==> src/rtl/ram_loader.sv <==
// ram_loader: streams a 16-byte program image into a 16x8 RAM while holding
// the CPU off the RAM port.
//
// Optional feature macro: LOADER_CHECKSUM_EN
//   When defined, one extra checksum byte follows the 16 data bytes. ERR is
//   raised if (sum of the 16 bytes + checksum byte) mod 256 is non-zero.
//   When undefined, there is no CHECK state and ERR is tied to 0.
//
// Ports
//   CLK, RESET              clock; asynchronous active-high reset
//   LOAD_START              start a load (taken only in IDLE)
//   BYTE_VALID/BYTE_DATA    upstream byte stream
//   BYTE_READY              high in cycles where a byte is accepted
//   CPU_ADDR/CPU_DIN/CPU_RI CPU-side RAM access (passed through when idle)
//   RAM_ADDR/RAM_DIN/RAM_RI RAM pins
//   BUSY, CPU_HALT          loader owns the RAM port (identical)
//   DONE, ERR               sticky load status
module ram_loader (
  input  logic       CLK,
  input  logic       RESET,
  input  logic       LOAD_START,
  input  logic       BYTE_VALID,
  input  logic [7:0] BYTE_DATA,
  output logic       BYTE_READY,
  input  logic [3:0] CPU_ADDR,
  input  logic [7:0] CPU_DIN,
  input  logic       CPU_RI,
  output logic [3:0] RAM_ADDR,
  output logic [7:0] RAM_DIN,
  output logic       RAM_RI,
  output logic       BUSY,
  output logic       CPU_HALT,
  output logic       DONE,
  output logic       ERR
);

  typedef enum logic [2:0] {
    S_IDLE,
    S_RECV,
    S_WRITE,
    S_CHECK,
    S_FIN
  } state_t;

  state_t     state_q, state_d;
  logic [3:0] cnt_q, cnt_d;
  logic [7:0] data_q, data_d;
  logic       done_q, done_d;
  logic       wr_en;

`ifdef LOADER_CHECKSUM_EN
  logic [7:0] sum_q, sum_d;
  logic       err_q, err_d;
  logic [7:0] sum_plus_byte;
`endif

  always_ff @(posedge CLK or posedge RESET) begin
    if (RESET) begin
      state_q <= S_IDLE;
      cnt_q   <= 4'd0;
      data_q  <= 8'd0;
      done_q  <= 1'b0;
`ifdef LOADER_CHECKSUM_EN
      sum_q   <= 8'd0;
      err_q   <= 1'b0;
`endif
    end else begin
      state_q <= state_d;
      cnt_q   <= cnt_d;
      data_q  <= data_d;
      done_q  <= done_d;
`ifdef LOADER_CHECKSUM_EN
      sum_q   <= sum_d;
      err_q   <= err_d;
`endif
    end
  end

  always_comb begin
    state_d    = state_q;
    cnt_d      = cnt_q;
    data_d     = data_q;
    done_d     = done_q;
    BYTE_READY = 1'b0;
    BUSY       = 1'b0;
    wr_en      = 1'b0;
`ifdef LOADER_CHECKSUM_EN
    sum_d         = sum_q;
    err_d         = err_q;
    sum_plus_byte = sum_q + BYTE_DATA;
`endif

    case (state_q)
      S_IDLE: begin
        if (LOAD_START) begin
          cnt_d   = 4'd0;
          done_d  = 1'b0;
`ifdef LOADER_CHECKSUM_EN
          sum_d   = 8'd0;
          err_d   = 1'b0;
`endif
          state_d = S_RECV;
        end
      end

      S_RECV: begin
        BYTE_READY = 1'b1;
        BUSY       = 1'b1;
        if (BYTE_VALID) begin
          data_d  = BYTE_DATA;
`ifdef LOADER_CHECKSUM_EN
          sum_d   = sum_plus_byte;
`endif
          state_d = S_WRITE;
        end
      end

      S_WRITE: begin
        BUSY  = 1'b1;
        wr_en = 1'b1;
        if (cnt_q == 4'hF) begin
          // Counter parks at 15; it is cleared by the next accepted start.
`ifdef LOADER_CHECKSUM_EN
          state_d = S_CHECK;
`else
          done_d  = 1'b1;
          state_d = S_FIN;
`endif
        end else begin
          cnt_d   = cnt_q + 4'd1;
          state_d = S_RECV;
        end
      end

`ifdef LOADER_CHECKSUM_EN
      S_CHECK: begin
        BYTE_READY = 1'b1;
        BUSY       = 1'b1;
        if (BYTE_VALID) begin
          // Checksum byte is consumed here and never written to RAM.
          err_d   = (sum_plus_byte != 8'd0);
          done_d  = 1'b1;
          state_d = S_FIN;
        end
      end
`endif

      S_FIN: begin
        state_d = S_IDLE;
      end

      default: begin
        state_d = S_IDLE;
      end
    endcase
  end

  // RAM port mux: loader owns the pins while busy, CPU otherwise.
  always_comb begin
    if (BUSY) begin
      RAM_ADDR = cnt_q;
      RAM_DIN  = data_q;
      RAM_RI   = wr_en;
    end else begin
      RAM_ADDR = CPU_ADDR;
      RAM_DIN  = CPU_DIN;
      RAM_RI   = CPU_RI;
    end
  end

  assign CPU_HALT = BUSY;
  assign DONE     = done_q;

`ifdef LOADER_CHECKSUM_EN
  assign ERR = err_q;
`else
  assign ERR = 1'b0;
`endif

endmodule

==> config.mk <==
export PLATFORM = sky130hd
export DESIGN_NAME = ram_loader
export DESIGN_NICKNAME = d
export VERILOG_FILES = /design/src/rtl/ram_loader.sv
export SDC_FILE = /design/constraint.sdc
export NUM_CORES = 1
export LEC_CHECK = 0
export ABC_AREA = 0
export CAP_MARGIN = 5
export CORE_UTILIZATION = 43
export DETAILED_ROUTE_END_ITERATION = 8
export GPL_ROUTABILITY_DRIVEN = 0
export HOLD_SLACK_MARGIN = 0.08
export PLACE_DENSITY_LB_ADDON = 0.25
export SLEW_MARGIN = 20
export SYNTH_ARGS = -nofsm -noshare
export SYNTH_HDL_FRONTEND = slang
export SYNTH_SLANG_ARGS = --single-unit
==> constraint.sdc <==
create_clock -name CLK -period 4.1 [get_ports CLK]
set_input_delay 0.82 -clock CLK [delete_from_list [all_inputs] [get_ports CLK]]
set_output_delay 0.82 -clock CLK [all_outputs]
set_load 0.1 [all_outputs]
# --- After elaboration in Yosys (flattened, before gate mapping) ---
# Cells that the tools add are included.
word_totals:
  reg_bits: 16
  inputBits: 25
  out_inout_bits: 18
  wordCells: 35
classes:
  add_sub_neg: 1
  n_eq_ne: 7
  muxes: 16
  reduce_logical: 7
ops:
  columns: ["op", "n"]
  rows:
  - ["two-way mux 4 bit", 3]
  - ["two-way mux 3 bit", 3]
  - ["one-hot mux 3 bit (3 select lines)", 1]
  - ["two-way mux 8 bit", 1]
  - ["inequality test 2 bit, second input constant", 4]
  - ["one-hot mux 4 bit (2 select lines)", 1]
  - ["two-way mux 1 bit", 6]
  - ["AND reduction 3 bit", 2]
  - ["adder 4 x 1 -> 4 bit, second input constant", 1]
  - ["== test 4 bit, second input constant", 1]
  - ["AND reduction 2 bit", 2]
  - ["== test 3 x 1 -> 1 bit, second input constant", 1]
  - ["== test 3 x 2 -> 1 bit, second input constant", 1]
  - ["logical NOT 3 bit", 1]
  - ["one-hot mux 1 bit (2 select lines)", 1]
  - ["nonzero test 2 bit", 1]
  - ["OR reduction 2 bit", 1]

# --- Logic depth before layout (Yosys ltp) ---
# Gate-level depths: netlist (run 1).
logic_depth:
  depth_word: 4
  ltp_mapped: 5
  mapped_depth_nobuf: 4

# --- Worst setup path before layout (run 1) ---
# No wires, ideal clock.
synth_path:
  path_kind: "input-to-output"
  startpoint: "input CPU_RI"
  endpoint: "output RAM_RI"
  t_arrival_ns: 2.964
  required_time_ns: 3.280
  setup_slack_ns: 0.316
  path_stages: 2
  path_buffers: 0
  path_cell_list: "a21oi_1 -> o21ai_0"
synth_via:
  elab_chain_len: 1
synth_rtl:
  columns: ["element", "line", "source"]
  rows:
  - ["start, declared", "27", "input logic CPU_RI,"]
  - ["two-way mux 1 bit", "160", "if (BUSY) begin"]
  - ["end, declared", "30", "output logic RAM_RI,"]
# Every way passes these cells.

# --- Worst setup path after layout (run 1) ---
layout_path:
  startpoint: "register state_q[1]"
  endpoint: "output RAM_DIN[7]"
layout_via:
  elab_chain_len: 4
  elab_cells_between_ends: 5
  classes_between: "2 x eq/ne; 2 x mux; 1 x reduce/logical"
layout_rtl:
  columns: ["element", "line", "source"]
  rows:
  - ["start, declared", "45", "state_t state_q, state_d;"]
  - ["start signal, assigned", "68", "state_q <= state_d;"]
  - ["== test 3 x 2 -> 1 bit or == test 3 x 1 -> 1 bit (tied branches)", "93", "case (state_q)"]
  - ["OR reduction 2 bit (no line) *", null, null]
  - ["two-way mux 1 bit *", "93", null]
  - ["two-way mux 8 bit *", "160", null]
  - ["end, declared", "29", "output logic [7:0] RAM_DIN,"]
# Every way passes the cells marked *; elsewhere a longest branch is shown, timed or not.

==> flow_metrics.py, run 1 <==
metrics = {
    "grt": {
        "grt_use_met3_pct": 4.72,
        "grtUsageMet2_pct": 33.3,
        "track_usage_pct": 19.8,
        "antenna_found_initial": 0,
        "grt_pass1_wl_mm": 3.55,
        "grt_use_met1_pct": 23.9,
        "grt_max_degree": 17,
        "first_global_vias": 772,
        "overflow": 0,
        "grt-busiest-layer": "met2",
    },
    "worst_setup_path": {
        "endpoint": "RAM_DIN[7]",
        "r2r_end": "data_q[4]",
        "setup.worst_path.end_class": "output pin",
        "regToRegSetupSlack_ns": 2.41,
        "r2r_cells": 3,
        "required_ns": 3.28,
        "crit_start": "state_q[1]",
        "crit_arrival_ns": 2.27,
        "crit_path_start_kind": "register",
        "path_class": "register to output pin",
        "critPathMaxFanout": 15,
        "r2r-start": "state_q[1]",
    },
    "yosys": {
        "ys.flop_type": "dfrtp_1",
        "yosysSeqAreaShare_pct": 42.7,
        "async_flop_share_pct": 100,
        "synth_area_per_cell_um2": 10.9,
        "synth_edf_count": 0,
        "synth_top_area_cell": "dfrtp_1",
        "synth_top_area_share_pct": 42.7,
        "netlist_area_um2": 937,
        "yosys-top-cells-area": "dfrtp_1, mux2_1, mux2_2",
        "synth_fp_nets": 112,
        "ys_types": 28,
        "ys_ff_latch": 16,
        "synth_warnings": 0,
        "synth_cells": 86,
    },
    "drt": {
        "wire_per_inst_um": 13.9,
        "drtAntennaViolNets": 0,
        "initialDrtViolationCount": 22,
        "route.detailed.drc": 0,
        "routed_wl_mm": 2.10,
        "vias_per_cell": 5.44,
        "drtPass1Iterations": 4,
        "vias": 821,
    },
    "timing": {
        "finalSetupViolCount": 0,
        "fin_tns_setup_ns": 0,
        "layout_min_cycle_time_ns": 3.09,
        "maxSlewHeadroom_pct": 35.3,
        "fin_skew_ns": 0.00330,
        "max_freq_ghz": 0.323,
        "finalCritPeriodShare_pct": 75.4,
        "final_hold_viol_count": 0,
        "worstMarginPinSlew_ns": 0.968,
        "holdWs_ns": 0.489,
        "drv_slew": 0,
        "rsz0062_at_grt": "no",
    },
    "floorplanning": {
        "fp.coreArea_um2": 2000,
        "io_pins": 43,
        "die_w_um": 48.7,
        "die_h_um": 48.7,
        "initial_core_util_pct": 46.8,
        "dieArea_um2": 2370,
        "rows": 16,
    },
    "run": {
        "cap_violations": 0,
    },
    "clock_tree": {
        "clkTransAtPathRegs_ns": 0.09,
        "cts_buffers": 3,
        "ctsResizeCount": 0,
        "clkSinkCount": 16,
        "cts_tree": "yes",
        "cts_buffer_depth": 2,
        "cts_setup_buffers": 0,
        "cts_hold_buf": 0,
        "insertion_delay_ns": 0.29,
        "clockRootBuffer": "clkbuf_4",
        "htreeDepth": 1,
    },
    "layout": {
        "areaGrowthSynthToFinish_pct": 41.8,
        "drive_above_1_share_pct": 21.0,
        "fin_nets": 151,
        "fin_cells": 151,
        "diodes": 0,
    },
    "placed_design": {
        "numPortBuffers": 41,
        "dp_hpwl_mm": 1.56,
        "placedCellCount": 147,
    },
    "min_path": {
        "hold_path_class": "register to register",
        "hold_path_depth": 1,
    },
    "outcome": {
        "status": "completed",
    },
}
==> area by class of cell <==
cell class	count	area, um^2
Clock buffer	4	36.3
Sequential cell	16	400
Inverter	2	7.51
Tap cell	27	33.8
Fill cell	161	673
Multi-Input combinational cell	61	478
Timing Repair Buffer	41	373
==> layout by cell type, fill, tap and decap left out, types with 2 or more instances in the layout <==
| master | synthesis | layout |
|---|---|---|
| clkdlybuf4s50_1 | 0 | 26 |
| nor2_1 | 5 | 5 |
| mux2_2 | 4 | 4 |
| a21oi_1 | 7 | 7 |
| nor3_1 | 3 | 3 |
| mux2_1 | 16 | 16 |
| clkbuf_4 | 0 | 3 |
| inv_1 | 2 | 2 |
| nand3_1 | 6 | 6 |
| dfrtp_1 | 16 | 16 |
| o21ai_0 | 2 | 2 |
| nand2_1 | 2 | 2 |
| buf_4 | 2 | 15 |
| o31ai_1 | 2 | 2 |
| or3b_1 | 2 | 2 |
==> registers in the layout (all words and copies together) (netlist names) <==
signal and flops:
state_q 3, DONE 1, data_q 8, cnt_q 4
==> worst min-delay path by stage <==
| stage | from | endpoint | slack [ns] |
|---|---|---|---|
| 6_report | data_q[0] | data_q[0] | 0.49 |
| 5_1_grt | data_q[0] | data_q[0] | 0.51 |
| 4_1_cts | data_q[0] | data_q[0] | 0.49 |
| 3_5_place_dp | data_q[0] | data_q[0] | 0.47 |
| 3_3_place_gp | data_q[0] | data_q[0] | 0.47 |
| 2_1_floorplan | data_q[5] | data_q[5] | 0.45 |
==> cell families after synthesis <==
family | after synthesis | synth area share, %
AO/OA/AOI/OAI | 13 | 8.28
XOR/XNOR | 1 | 0.935
adder cells (fa/ha/maj) | 1 | 1.33
buffers and inverters | 9 | 6.27
flip-flops | 16 | 42.7
multiplexers | 20 | 24.0
other | 1 | 0.400
AND/OR/NAND/NOR | 25 | 16.0
==> synth_stat cells (all sizes together) (2+ instances only) <==
cell type  number
a21oi           7
buf             6
dfrtp          16
inv             2
mux2           20
nand2           2
nand3           6
nor2            6
nor3            3
o21ai           2
o31ai           2
or3b            2
==> through the flow <==
stage / cell area, um^2 / utilization, % / setup WS, ns
detailed placement: 1290 / 64.6 / 1.35
finish: 1330 / 66.4 / 1.01
CTS: 1330 / 66.4 / 1.01
floorplan: 937 / - / 0.316
global placement: 1290 / 64.6 / 1.39
global route: 1330 / 66.4 / 0.862
==> routing by layer <==
layer | share of wire (%) | up-vias | routed length (um)
met3 | 8.0 | 7 | 167
met5 | 0 | - | 0
met4 | 2.0 | 0 | 41
met2 | 49 | 39 | 1030
met1 | 41 | 388 | 861
li1 | - | 387 | -
==> critical path, cell delays in order (launching register included) <==
cell and delay, ns:
dfrtp_1 0.63, xnor2_1 0.14, nor2_2 0.56, mux2_2 0.41, buf_4 0.23
Power of run 1 is left out: the tool's default activity adds up to more than one toggle a clock period on the data nets, which glitch-free logic cannot reach.
==> run 2, diff against run 1 <==
- CORE_UTILIZATION: 43 -> 40
- clock period: 4.1 -> 3.2 ns (I/O delays scaled with it)
==> flow_metrics.py, run 2 (same netlist as run 1, synthesis figures left out) <==
metrics = {
    "outcome": {
        "status": "completed",
    },
    "worst_setup_path": {
        "r2r-start": "state_q[1]",
        "critPathMaxFanout": 15,
        "path_cells": "xnor2_1, nor2_2, buf_4, mux2_1, buf_12",
        "worstPathBufferInverterCount": 2,
        "slowest_stage": "dfrtp_1",
        "crit_start": "state_q[1]",
        "setup.worst_path.end_class": "output pin",
        "path_class": "register to output pin",
        "required_ns": 2.56,
        "cpLargestDelayFamily": "flip-flops",
        "cp_slowest_stage_delay_ns": 0.61,
        "crit_arrival_ns": 2.15,
        "crit_path_start_kind": "register",
    },
    "layout": {
        "top_register": "data_q",
        "final_cell_mix": "clkdlybuf4s50_1, dfrtp_1, mux2_1, buf_12, a21oi_1",
        "diodes": 0,
        "largestRegisters": "data_q: 8 flops, cnt_q: 4 flops, state_q: 3 flops",
        "fin_nets": 152,
        "final_common_cell": "clkdlybuf4s50_1",
        "areaGrowthSynthToFinish_pct": 58.2,
        "drive_above_1_share_pct": 23.2,
        "largest_reg_flops": 8,
    },
    "clock_tree": {
        "clkTransAtPathRegs_ns": 0.09,
        "cts_buffer_depth": 2,
        "clkSinkCount": 16,
        "cts_setup_buffers": 0,
        "insertion_delay_ns": 0.29,
        "cts_hold_buf": 0,
        "cts_buffers": 3,
        "htreeDepth": 1,
        "ctsResizeCount": 0,
        "clockRootBuffer": "clkbuf_4",
        "cts_tree": "yes",
    },
    "placed_design": {
        "numPortBuffers": 41,
        "dp_hpwl_mm": 1.61,
    },
    "grt": {
        "grt_max_degree": 17,
        "first_global_vias": 747,
        "antenna_found_initial": 0,
        "track_usage_pct": 17.7,
        "overflow": 0,
        "grt_pass1_wl_mm": 3.39,
    },
    "floorplanning": {
        "io_pins": 43,
        "die_w_um": 50.4,
        "fp.coreArea_um2": 2210,
        "dieArea_um2": 2540,
        "die_h_um": 50.4,
        "rows": 17,
        "initial_core_util_pct": 42.4,
    },
    "timing": {
        "layout_min_cycle_time_ns": 2.79,
        "rsz0062_at_grt": "no",
        "final_hold_viol_count": 0,
        "finalCritPeriodShare_pct": 87.1,
        "finalSetupViolCount": 0,
        "drv_slew": 0,
        "worstMarginPinSlew_ns": 0.588,
        "fin_skew_ns": 0.00529,
        "fin_tns_setup_ns": 0,
        "max_freq_ghz": 0.359,
        "maxSlewHeadroom_pct": 60.8,
    },
    "drt": {
        "initialDrtViolationCount": 20,
        "wire_per_inst_um": 13.1,
        "drtAntennaViolNets": 0,
        "route.detailed.drc": 0,
        "vias_per_cell": 5.21,
        "drtPass1Iterations": 6,
        "vias": 797,
        "routed_wl_mm": 2.01,
    },
    "min_path": {
        "hold_path_class": "register to register",
        "min_from": "data_q[7]",
    },
    "run": {
        "cap_violations": 0,
    },
}
==> run 2: cell count changes in the layout (fill, tap and decap cells not counted), sizes merged <==
cell           previous run  this run
buf                      15        18
clkdlybuf4s50            26        24
==> run 2: final timing paths <==
kind                              end  slack [ns]  cells after the start
setup / recovery           RAM_DIN[4]        0.41                      5
hold / removal              data_q[7]        0.49                      1
setup reg to reg            data_q[0]        1.55                      3
hold reg to reg             data_q[7]        0.49                      1
max in group asynchronous    cnt_q[2]        2.11                      2
min in group asynchronous   data_q[2]        0.71                      2
==> run 2: layout make-up <==
type                    count  area [um^2]
clock buffers               4         36.3
fillers                   188          729
inverters                   2         7.51
multi-input cells          61          478
flip-flops and latches     16          400
well taps                  28         35.0
repair buffers             42          526
==> run 2: stage by stage <==
step	setup WS, ns	hold WS, ns	std cells	util [%]	cell area [um^2]
global route	0.225	0.514	153	67.0	1480
CTS	0.368	0.499	153	67.0	1480
finish	0.412	0.489	153	67.0	1480
global placement	0.769	0.465	149	65.4	1450
floorplan	0.413	0.452	86	-	937
detailed placement	0.708	0.476	149	65.4	1450
==> run 2: layer usage <==
layer  GRT usage, %  share of wire, %  vias to the layer above
li1               -                 -                      388
met1           22.5                43                      370
met2           28.2                47                       35
met3           3.94               8.0                        4
met4           8.33               1.4                        0
met5              0                 0                        -
Power of run 2 is left out for the same reason.
